**config.mk**
```make
export PLATFORM = sky130hd
export DESIGN_NAME = uart_rx_control_module
export DESIGN_NICKNAME = d
export VERILOG_FILES = /design/src/rtl/uart_rx_control_module.sv
export SDC_FILE = /design/constraint.sdc
export NUM_CORES = 1
export LEC_CHECK = 0
export ABC_CLOCK_PERIOD_IN_PS = 2000
export BUFFER_PORTS_ARGS = -buffer_cell sky130_fd_sc_hd__buf_2
export CAP_MARGIN = 25
export CELL_PAD_IN_SITES_DETAIL_PLACEMENT = 0
export CELL_PAD_IN_SITES_GLOBAL_PLACEMENT = 1
export CORE_MARGIN = 5
export CORE_UTILIZATION = 35
export CTS_CLUSTER_DIAMETER = 150
export DETAILED_ROUTE_END_ITERATION = 7
export GPL_TIMING_DRIVEN = 0
export HOLD_SLACK_MARGIN = 0.15
export PLACE_DENSITY = 0.73
export SLEW_MARGIN = 25
export SYNTH_ARGS = -nofsm -noshare
export SYNTH_HDL_FRONTEND = slang
export SYNTH_SLANG_ARGS = --single-unit
```
**constraint.sdc**
```tcl
create_clock -name clk -period 2 [get_ports clk]
set_clock_uncertainty 0.1 [all_clocks]
set_input_delay 0.3 -clock clk [delete_from_list [all_inputs] [get_ports clk]]
set_output_delay 0.3 -clock clk [all_outputs]
set_load 0.05 [all_outputs]
```
**src/rtl/uart_rx_control_module.sv**
```systemverilog
// uart_rx_control_module: 16x-oversampling UART receiver, 8 data bits LSB first.
// Optional feature macro: UART_RX_PARITY_EN (adds an even-parity bit after D7).
// Ports:
//   clk          system clock, rising edge
//   rst_n        asynchronous active-low reset
//   rx_pin_in    serial line, idle high
//   rx_data      last received byte, held until the next rx_done_sig
//   rx_done_sig  one-clk pulse when a frame completes
//   frame_err    stop bit sampled low, updated with rx_done_sig
//   parity_err   even-parity mismatch, updated with rx_done_sig (0 without parity)
//   busy         high from a validated start bit until the FSM returns to IDLE
module uart_rx_control_module #(
  parameter int unsigned CLKS_PER_TICK = 27
) (
  input  logic       clk,
  input  logic       rst_n,
  input  logic       rx_pin_in,
  output logic [7:0] rx_data,
  output logic       rx_done_sig,
  output logic       frame_err,
  output logic       parity_err,
  output logic       busy
);

  localparam int unsigned TICK_W = (CLKS_PER_TICK > 1) ? $clog2(CLKS_PER_TICK) : 1;
  localparam int unsigned SAMP_W = 4;
  localparam int unsigned IDX_W  = 3;
  localparam int unsigned DATA_W = 8;

  typedef enum logic [2:0] {
    S_IDLE, S_START, S_DATA, S_PARITY, S_STOP, S_WAIT_HIGH
  } state_e;

  state_e state_q, state_d;

  logic              sync1_q, sync2_q, prev_q;
  logic [TICK_W-1:0] tick_cnt_q, tick_cnt_d;
  logic [SAMP_W-1:0] samp_cnt_q, samp_cnt_d;
  logic [IDX_W-1:0]  bit_idx_q, bit_idx_d;
  logic [DATA_W-1:0] shreg_q, shreg_d;
  logic [1:0]        vote_q, vote_d;
  logic              start_ok_q, start_ok_d;
  logic [DATA_W-1:0] rx_data_q, rx_data_d;
  logic              done_q, done_d;
  logic              ferr_q, ferr_d;
  logic              busy_q, busy_d;
`ifdef UART_RX_PARITY_EN
  logic              par_bit_q, par_bit_d;
  logic              perr_q, perr_d;
`endif

  logic rx_s, fall_c, tick_c, t7_c, t8_c, mid_c, bit_end_c, maj_c, enter_start_c;

  assign rx_s      = sync2_q;
  assign fall_c    = prev_q & ~rx_s;
  assign tick_c    = (tick_cnt_q == TICK_W'(CLKS_PER_TICK - 1));
  assign t7_c      = tick_c && (samp_cnt_q == SAMP_W'(7));
  assign t8_c      = tick_c && (samp_cnt_q == SAMP_W'(8));
  assign mid_c     = tick_c && (samp_cnt_q == SAMP_W'(9));
  assign bit_end_c = tick_c && (samp_cnt_q == SAMP_W'(15));
  // Majority of the tick 7/8 samples and the live tick-9 sample.
  assign maj_c     = (vote_q[1] & vote_q[0]) | (vote_q[1] & rx_s) | (vote_q[0] & rx_s);
  assign enter_start_c = (state_q == S_IDLE) && (state_d == S_START);

  // Input synchronizer and edge history; idle-high reset values.
  always_ff @(posedge clk or negedge rst_n) begin
    if (!rst_n) begin
      sync1_q <= 1'b1;
      sync2_q <= 1'b1;
      prev_q  <= 1'b1;
    end else begin
      sync1_q <= rx_pin_in;
      sync2_q <= sync1_q;
      prev_q  <= sync2_q;
    end
  end

  // State register.
  always_ff @(posedge clk or negedge rst_n) begin
    if (!rst_n) state_q <= S_IDLE;
    else        state_q <= state_d;
  end

  // Next-state logic.
  always_comb begin
    state_d = state_q;
    case (state_q)
      S_IDLE:      if (fall_c) state_d = S_START;
      // Validate at mid start bit, then run the start bit out so data windows align.
      S_START: begin
        if (t7_c && rx_s)   state_d = S_IDLE;
        else if (bit_end_c) state_d = S_DATA;
      end
      S_DATA: begin
        if (bit_end_c && (bit_idx_q == IDX_W'(7))) begin
`ifdef UART_RX_PARITY_EN
          state_d = S_PARITY;
`else
          state_d = S_STOP;
`endif
        end
      end
`ifdef UART_RX_PARITY_EN
      S_PARITY:    if (bit_end_c) state_d = S_STOP;
`endif
      // Finish at the stop-bit decision so the next start edge is caught promptly.
      S_STOP:      if (mid_c) state_d = maj_c ? S_IDLE : S_WAIT_HIGH;
      S_WAIT_HIGH: if (rx_s) state_d = S_IDLE;
      default:     state_d = S_IDLE;
    endcase
  end

  // Output and datapath next values.
  always_comb begin
    tick_cnt_d = tick_c ? '0 : tick_cnt_q + TICK_W'(1);
    samp_cnt_d = samp_cnt_q;
    bit_idx_d  = bit_idx_q;
    shreg_d    = shreg_q;
    vote_d     = vote_q;
    start_ok_d = start_ok_q;
    rx_data_d  = rx_data_q;
    done_d     = 1'b0;
    ferr_d     = ferr_q;
`ifdef UART_RX_PARITY_EN
    par_bit_d  = par_bit_q;
    perr_d     = perr_q;
`endif

    if (enter_start_c) begin
      tick_cnt_d = '0;
      samp_cnt_d = '0;
      start_ok_d = 1'b0;
    end else if ((state_q != S_IDLE) && tick_c) begin
      samp_cnt_d = samp_cnt_q + SAMP_W'(1);
    end

    if (t7_c) vote_d[1] = rx_s;
    if (t8_c) vote_d[0] = rx_s;

    case (state_q)
      S_START: if (t7_c && !rx_s) start_ok_d = 1'b1;
      S_DATA: begin
        if (mid_c)     shreg_d   = {maj_c, shreg_q[DATA_W-1:1]};
        if (bit_end_c) bit_idx_d = bit_idx_q + IDX_W'(1);
      end
`ifdef UART_RX_PARITY_EN
      S_PARITY: if (mid_c) par_bit_d = maj_c;
`endif
      S_STOP: begin
        if (mid_c) begin
          rx_data_d = shreg_q;
          ferr_d    = ~maj_c;
          done_d    = 1'b1;
`ifdef UART_RX_PARITY_EN
          perr_d    = (^shreg_q) ^ par_bit_q;
`endif
        end
      end
      default: ;
    endcase

    busy_d = (state_d != S_IDLE) && !((state_d == S_START) && !start_ok_d);
  end

  // Datapath and output registers.
  always_ff @(posedge clk or negedge rst_n) begin
    if (!rst_n) begin
      tick_cnt_q <= '0;
      samp_cnt_q <= '0;
      bit_idx_q  <= '0;
      shreg_q    <= '0;
      vote_q     <= '0;
      start_ok_q <= 1'b0;
      rx_data_q  <= '0;
      done_q     <= 1'b0;
      ferr_q     <= 1'b0;
      busy_q     <= 1'b0;
`ifdef UART_RX_PARITY_EN
      par_bit_q  <= 1'b0;
      perr_q     <= 1'b0;
`endif
    end else begin
      tick_cnt_q <= tick_cnt_d;
      samp_cnt_q <= samp_cnt_d;
      bit_idx_q  <= bit_idx_d;
      shreg_q    <= shreg_d;
      vote_q     <= vote_d;
      start_ok_q <= start_ok_d;
      rx_data_q  <= rx_data_d;
      done_q     <= done_d;
      ferr_q     <= ferr_d;
      busy_q     <= busy_d;
`ifdef UART_RX_PARITY_EN
      par_bit_q  <= par_bit_d;
      perr_q     <= perr_d;
`endif
    end
  end

  assign rx_data     = rx_data_q;
  assign rx_done_sig = done_q;
  assign frame_err   = ferr_q;
  assign busy        = busy_q;
`ifdef UART_RX_PARITY_EN
  assign parity_err  = perr_q;
`else
  assign parity_err  = 1'b0;
`endif

endmodule

```
==> qor.yml, run 1 <==
holdWs_ns: 0.257
path_delay_family: "simple AND/OR/NAND/NOR gates"
synth_edf_count: 0
synthCells: 155
die_y_um: 81.8
drt-wirelength-per-cell_um: 12.2
crit_fanout: 8
dr.pass1.iters: 4
first_global_vias: 1228
fin_area_um2: 2070
antenna_found_initial: 0
p_per_area_nw_per_um2: 845
grt_pass1_wl_mm: 5.62
slew_violations: 0
fin_nets: 188
worstSetupStartpointType: "flop"
async_reset_ff_frac: 1.00
hold_viol_final: 0
core_um2: 5070
cts_max_path_buffers: 2
yosys_warnings: 0
die_width_um: 81.8
drv_cap: 0
ant_nets: 0
synth.net_count: 165
max_freq_mhz: 524
tns_ns: 0
cts_root_buf: "clkbuf_8"
dp.cells: 238
overflow: 0
synthToLayoutAreaGrowth_pct: 14.6
synth_area_per_cell_um2: 11.6
fin_crit_ns: 1.91
initial_core_util: 0.356
die_area_um2: 6690
status: "finished clean"
crit_slowest_cell: "dfrtp_1"
htreeDepth: 2
max-vdd-ir-drop_v: 0.000361
criticalPathCategory: "flop to flop"
io_buffers: 13
layout-drive-gt1-share: 0.263
netlist_area_um2: 1810
cts_buffers: 5
worst_pin_slew_ns: 0.515
n_antenna_cell: 0
critPathArrivalTime_ns: 1.98
required_ns: 2.07
crit_path_end_kind: "flop"
fill_cells: 520
rsz0062_at_grt: "no"
wirelength_mm: 3.05
cts.sinks: 40
cts_tree: "yes"
crit_chain: "inv_1 -> ha_1 -> and4b_4 -> and2_4 -> and3_4 -> buf_6 -> mux2_4"
final-setup-viol-count: 0
num_rows: 26
finalPower_w: 0.00175
holdCritPathClass: "flop to flop"
vias: 1174
drcViolationCount: 0
drt_iter0_drc: 47
placed_cell_area_um2: 1960
grt_max_degree: 41
synth_cell_type_count: 40
grt.total_usage: 0.111
vias_per_cell: 4.71
synth-main-ff-cell: "dfrtp_1"
period_share: 0.955
slew_headroom: 0.654
clk_pin_slew_ns: 0.07
seq_area_frac_synth: 0.556
ys_seq_elements: 40
clock_latency_ns: 0.29
place_hpwl_mm: 2.21
finalWeightedCongestion: 0.791
slowest_delay_ns: 0.41
final_cells: 249
cp_num_buf_inv: 2
pin_count: 15
leakage_nw: 1.05
-- synthesized netlist by cell type, types with 2 or more instances --
cell,number,area [um2]
dfrtp_1,37,926
nand2_1,29,109
nor2_1,13,48.8
mux2_4,8,120
ha_1,7,87.6
inv_1,6,22.5
mux2_2,5,56.3
nand3_1,5,25.0
nor3_1,4,20.0
dfstp_2,3,78.8
xnor2_1,3,26.3
xor2_1,3,26.3
a22o_1,2,17.5
and2_2,2,15.0
o21ai_0,2,10.0
or3b_2,2,17.5
-- logic make-up after synthesis --
kind of cell    count (synthesis)  synth area share
mux                            13            0.0977
flops                          40             0.556
simple gates                   67             0.188
xor+xnor                        6            0.0291
buf+inv                        10            0.0270
compound gates                 10            0.0457
fa+ha+maj                       8            0.0541
other cells                     1           0.00208
-- state kept, by name (all words and copies together) (netlist names), 2 cells and up --
name,cells
shreg_q,8
tick_cnt_q,5
state_q,3
rx_data,8
vote_q,2
bit_idx_q,3
samp_cnt_q,4
-- per-stage QoR --
step | worst slack, ns | utilization
detailed placement | 0.0344 | 0.386
floorplan | 0.204 | -
finish | 0.0905 | 0.408
global placement | 0.0500 | 0.386
global route | 0.0264 | 0.408
CTS | 0.0263 | 0.406
-- metal layers --
layer	vias up	part of all wire	wire length [um]	track usage
met5	-	0	0	0
met4	0	0.012	38	0.0349
met3	5	0.045	136	0.0395
met2	17	0.49	1490	0.181
met1	587	0.45	1380	0.137
li1	565	-	-	-
-- cell type report --
type                       count  area [um2]  share of cell area
sequential                    40        1000               0.486
clock buffer                   8        80.1              0.0387
buffer                         3        22.5              0.0109
tap                           70        87.6              0.0423
inverter                       7        26.3              0.0127
timing repair buffer          16        95.1              0.0460
multi-input combinational    105         752               0.364
-- what timing repair did --
item	CTS	global route
gates resized for setup	0	0
hold buffers	2	0
setup endpoints to repair	0	2
setup buffers	0	1
hold endpoints to repair	38	0
-- worst paths after layout --
| check | cells past startpoint | startpoint | slack [ns] | endpoint |
|---|---|---|---|---|
| worst min-delay path | 0 | sync1_q | 0.26 | rx_s |
| worst max-delay path | 7 | tick_cnt_q[0] | 0.09 | shreg_q[0] |
| min in group asynchronous | 2 | rst_n | 0.42 | rx_done_sig |
| max in group asynchronous | 2 | rst_n | 1.00 | prev_q |
| worst max register to register | 7 | tick_cnt_q[0] | 0.09 | shreg_q[0] |
| worst min register to register | 0 | sync1_q | 0.26 | rx_s |
-- where the power goes --
part           switching (W)  internal [W]  leakage [nW]
Sequential         0.0000888      0.000891         0.530
Combinational       0.000132      0.000132         0.485
Clock               0.000256      0.000248        0.0395
-- cells in the final DEF (no fill, tap or decap), drive strengths merged, types with 2 or more instances in the layout --
cell	netlist	routed
nor3	4	4
nand3	5	5
mux2	13	13
and2	3	3
xor2	3	3
a22o	2	2
ha	7	7
o21ai	2	2
xnor2	3	3
or3b	2	2
nand2	29	29
clkbuf	1	9
nor2	13	13
buf	2	16
and3	2	2
dfrtp	37	37
dfstp	3	3
dlygate4sd3	0	2
inv	7	7
Power figures use the tool's default switching activity.
==> inputs of run 2 (changes only) <==
--- a/config.mk
+++ b/config.mk
@@ -5,6 +5,7 @@
 export SDC_FILE = /design/constraint.sdc
 export NUM_CORES = 1
 export LEC_CHECK = 0
+export ABC_AREA = 1
 export ABC_CLOCK_PERIOD_IN_PS = 2000
 export BUFFER_PORTS_ARGS = -buffer_cell sky130_fd_sc_hd__buf_2
 export CAP_MARGIN = 25
@@ -16,7 +17,7 @@
 export DETAILED_ROUTE_END_ITERATION = 7
 export GPL_TIMING_DRIVEN = 0
 export HOLD_SLACK_MARGIN = 0.15
-export PLACE_DENSITY = 0.73
+export PLACE_DENSITY = 0.74
 export SLEW_MARGIN = 25
 export SYNTH_ARGS = -nofsm -noshare
 export SYNTH_HDL_FRONTEND = slang
==> qor.yml, run 2 <==
reg2regPathDepth: 10  # was 7
io_buffers: 13  # unchanged
holdWs_ns: 0.259  # was 0.257 ns
worstHoldStart: "sync1_q"  # unchanged
hold_depth: 0  # unchanged
ant_nets: 0  # unchanged
drcViolationCount: 0  # unchanged
final_common_cell: "nand2_1"  # was dfrtp_1
first_global_vias: 1387  # was 1228
worst_slack_ns: 0.345  # was 0.0905 ns
synth_edf_count: 0  # unchanged
fill_cells: 559  # was 520
slew_violations: 0  # unchanged
final_cell_mix: "nand2_1, dfrtp_1, inv_1, o21ai_2"  # was dfrtp_1, nand2_1, nor2_1, buf_2, mux2_4
leakage_nw: 1.10  # was 1.05 nW
wirelength_mm: 3.24  # was 3.05 mm
dr.pass1.iters: 4  # unchanged
synth.net_count: 207  # was 165
vias_per_cell: 4.47  # was 4.71
hold_viol_final: 0  # unchanged
status: "finished clean"  # unchanged
crit_fanout: 10  # was 8
vias: 1304  # was 1174
synthCells: 197  # was 155
post-cts-setup-buffers: 0  # unchanged
synth.most_common_cell: "nand2_1"  # was dfrtp_1
fin_nets: 229  # was 188
worstSetupStartpointType: "flop"  # unchanged
overflow: 0  # unchanged
synthToLayoutAreaGrowth_pct: 13.9  # was 14.6%
crit_path_end_kind: "flop"  # unchanged
yosys-top-cells-area: "dfrtp_1, nand2_1, o21ai_2"  # was dfrtp_1, mux2_4, nand2_1
p_per_area_nw_per_um2: 818  # was 845 nW/um2
antenna_found_initial: 0  # unchanged
cts.sinks: 40  # unchanged
netlist_area_um2: 1920  # was 1810 um2
cts_max_path_buffers: 2  # unchanged
rsz0062_at_grt: "no"  # unchanged
die_y_um: 84.1  # was 81.8 um
die_area_um2: 7080  # was 6690 um2
drt-wirelength-per-cell_um: 11.1  # was 12.2 um
cts_buffers: 5  # unchanged
finalWeightedCongestion: 0.737  # was 0.791
cts_root_buf: "clkbuf_8"  # unchanged
cts_tree: "yes"  # unchanged
synth_area_per_cell_um2: 9.76  # was 11.6 um2
tns_ns: 0  # unchanged
place_hpwl_mm: 2.37  # was 2.21 mm
core_um2: 5440  # was 5070 um2
synthTopCellsByCount: "nand2_1, dfrtp_1, inv_1, o21ai_2, nand3_1"  # was dfrtp_1, nand2_1, nor2_1, mux2_4, ha_1
fin_crit_ns: 1.66  # was 1.91 ns
period_share: 0.828  # was 0.955
synth-main-ff-cell: "dfrtp_1"  # unchanged
final_cells: 292  # was 249
final-setup-viol-count: 0  # unchanged
pin_count: 15  # unchanged
synth_cell_type_count: 27  # was 40
clk_pin_slew_ns: 0.07  # about the same
holdCritPathClass: "flop to flop"  # unchanged
grt_max_degree: 41  # unchanged
layout-drive-gt1-share: 0.309  # was 0.263
max_freq_mhz: 604  # was 524 MHz
r2r_start: "tick_cnt_q[0]"  # unchanged
initial_core_util: 0.354  # was 0.356
critPathArrivalTime_ns: 1.73  # was 1.98 ns
criticalPathCategory: "flop to flop"  # unchanged
ys_seq_elements: 40  # unchanged
drv_cap: 0  # unchanged
holdPathEnd: "rx_s"  # unchanged
synth_top_area_cell: "dfrtp_1"  # unchanged
seq_area_frac_synth: 0.522  # was 0.556
pre_cts_ws_ns: 0.322  # was 0.0344 ns
clock_latency_ns: 0.28  # was 0.29 ns
finalPower_w: 0.00179  # was 0.00175 W
die_width_um: 84.1  # was 81.8 um
async_reset_ff_frac: 1.00  # unchanged
dp.cells: 282  # was 238
max-vdd-ir-drop_v: 0.000458  # was 0.000361 V
htreeDepth: 2  # unchanged
synth.top_cell.area_share: 0.481  # was 0.513
reg2reg_setup_slack_ns: 0.34  # was 0.09 ns
drt_iter0_drc: 65  # was 47
rr_endpoint: "frame_err"  # was shreg_q[0]
n_antenna_cell: 0  # unchanged
required_ns: 2.07  # about the same
num_rows: 27  # was 26
grt_pass1_wl_mm: 6.07  # was 5.62 mm
yosys_warnings: 0  # unchanged
grt.total_usage: 0.103  # was 0.111
run 2: layout make-up:
type | count | area, um2 | share of cell area
Inverter | 25 | 93.8 | 0.0428
Timing Repair Buffer | 15 | 87.6 | 0.0400
Tap cell | 72 | 90.1 | 0.0411
Multi-Input combinational cell | 128 | 783 | 0.358
Buffer | 4 | 41.3 | 0.0188
Clock buffer | 8 | 90.1 | 0.0411
Sequential cell | 40 | 1000 | 0.459
run 2: worst max-delay path, cell delays in order, from the launching register on:
cell	delay, ns
dfrtp_1	0.41
inv_1	0.07
ha_1	0.14
nand2_1	0.09
inv_1	0.08
nand2_2	0.08
nor2_4	0.16
nand2_4	0.12
buf_6	0.17
nand2_1	0.06
nand2_1	0.04
run 2: what timing repair did:
item,in CTS,in global routing
hold buffers,2,0
gates resized for setup,0,0
endpoints found under the hold margin,38,0
run 2: report_power, final:
| group | internal, W | switching (W) |
|---|---|---|
| logic | 0.000114 | 0.000174 |
| registers | 0.000885 | 0.0000766 |
| clock network | 0.000281 | 0.000262 |
run 2: metal layers:
layer / vias to the layer above / track usage / part of all wire
met4: 0 / 0.0307 / 0.0059
met2: 10 / 0.173 / 0.48
met1: 626 / 0.129 / 0.49
met5: - / 0 / 0
met3: 2 / 0.0276 / 0.027
li1: 666 / - / -
run 2: worst max path at each step:
stage	cells after the start	end	slack (ns)	startpoint
final	10	frame_err	0.34	tick_cnt_q[0]
after global placement	10	busy	0.33	tick_cnt_q[0]
after floorplan	10	rx_data[7]	0.49	tick_cnt_q[0]
after detailed placement	10	busy	0.32	tick_cnt_q[0]
after global routing	10	busy	0.19	tick_cnt_q[0]
after CTS	10	busy	0.29	tick_cnt_q[0]
run 2: logic make-up after synthesis:
logic type                 synth area share
AOI/OAI and AO/OA                    0.0878
adders and majority gates            0.0455
and+or+nand+nor                       0.258
xor gates and xnor gates             0.0137
DFF                                   0.522
other                               0.00195
buffers and inverters                0.0703
run 2: per-stage QoR:
step                      cell area (um2)   util
final                                2190  0.403
after global routing                 2190  0.403
after detailed placement             2080  0.382
after floorplan                      1920      -
after CTS                            2190  0.402
after global placement               2080  0.382
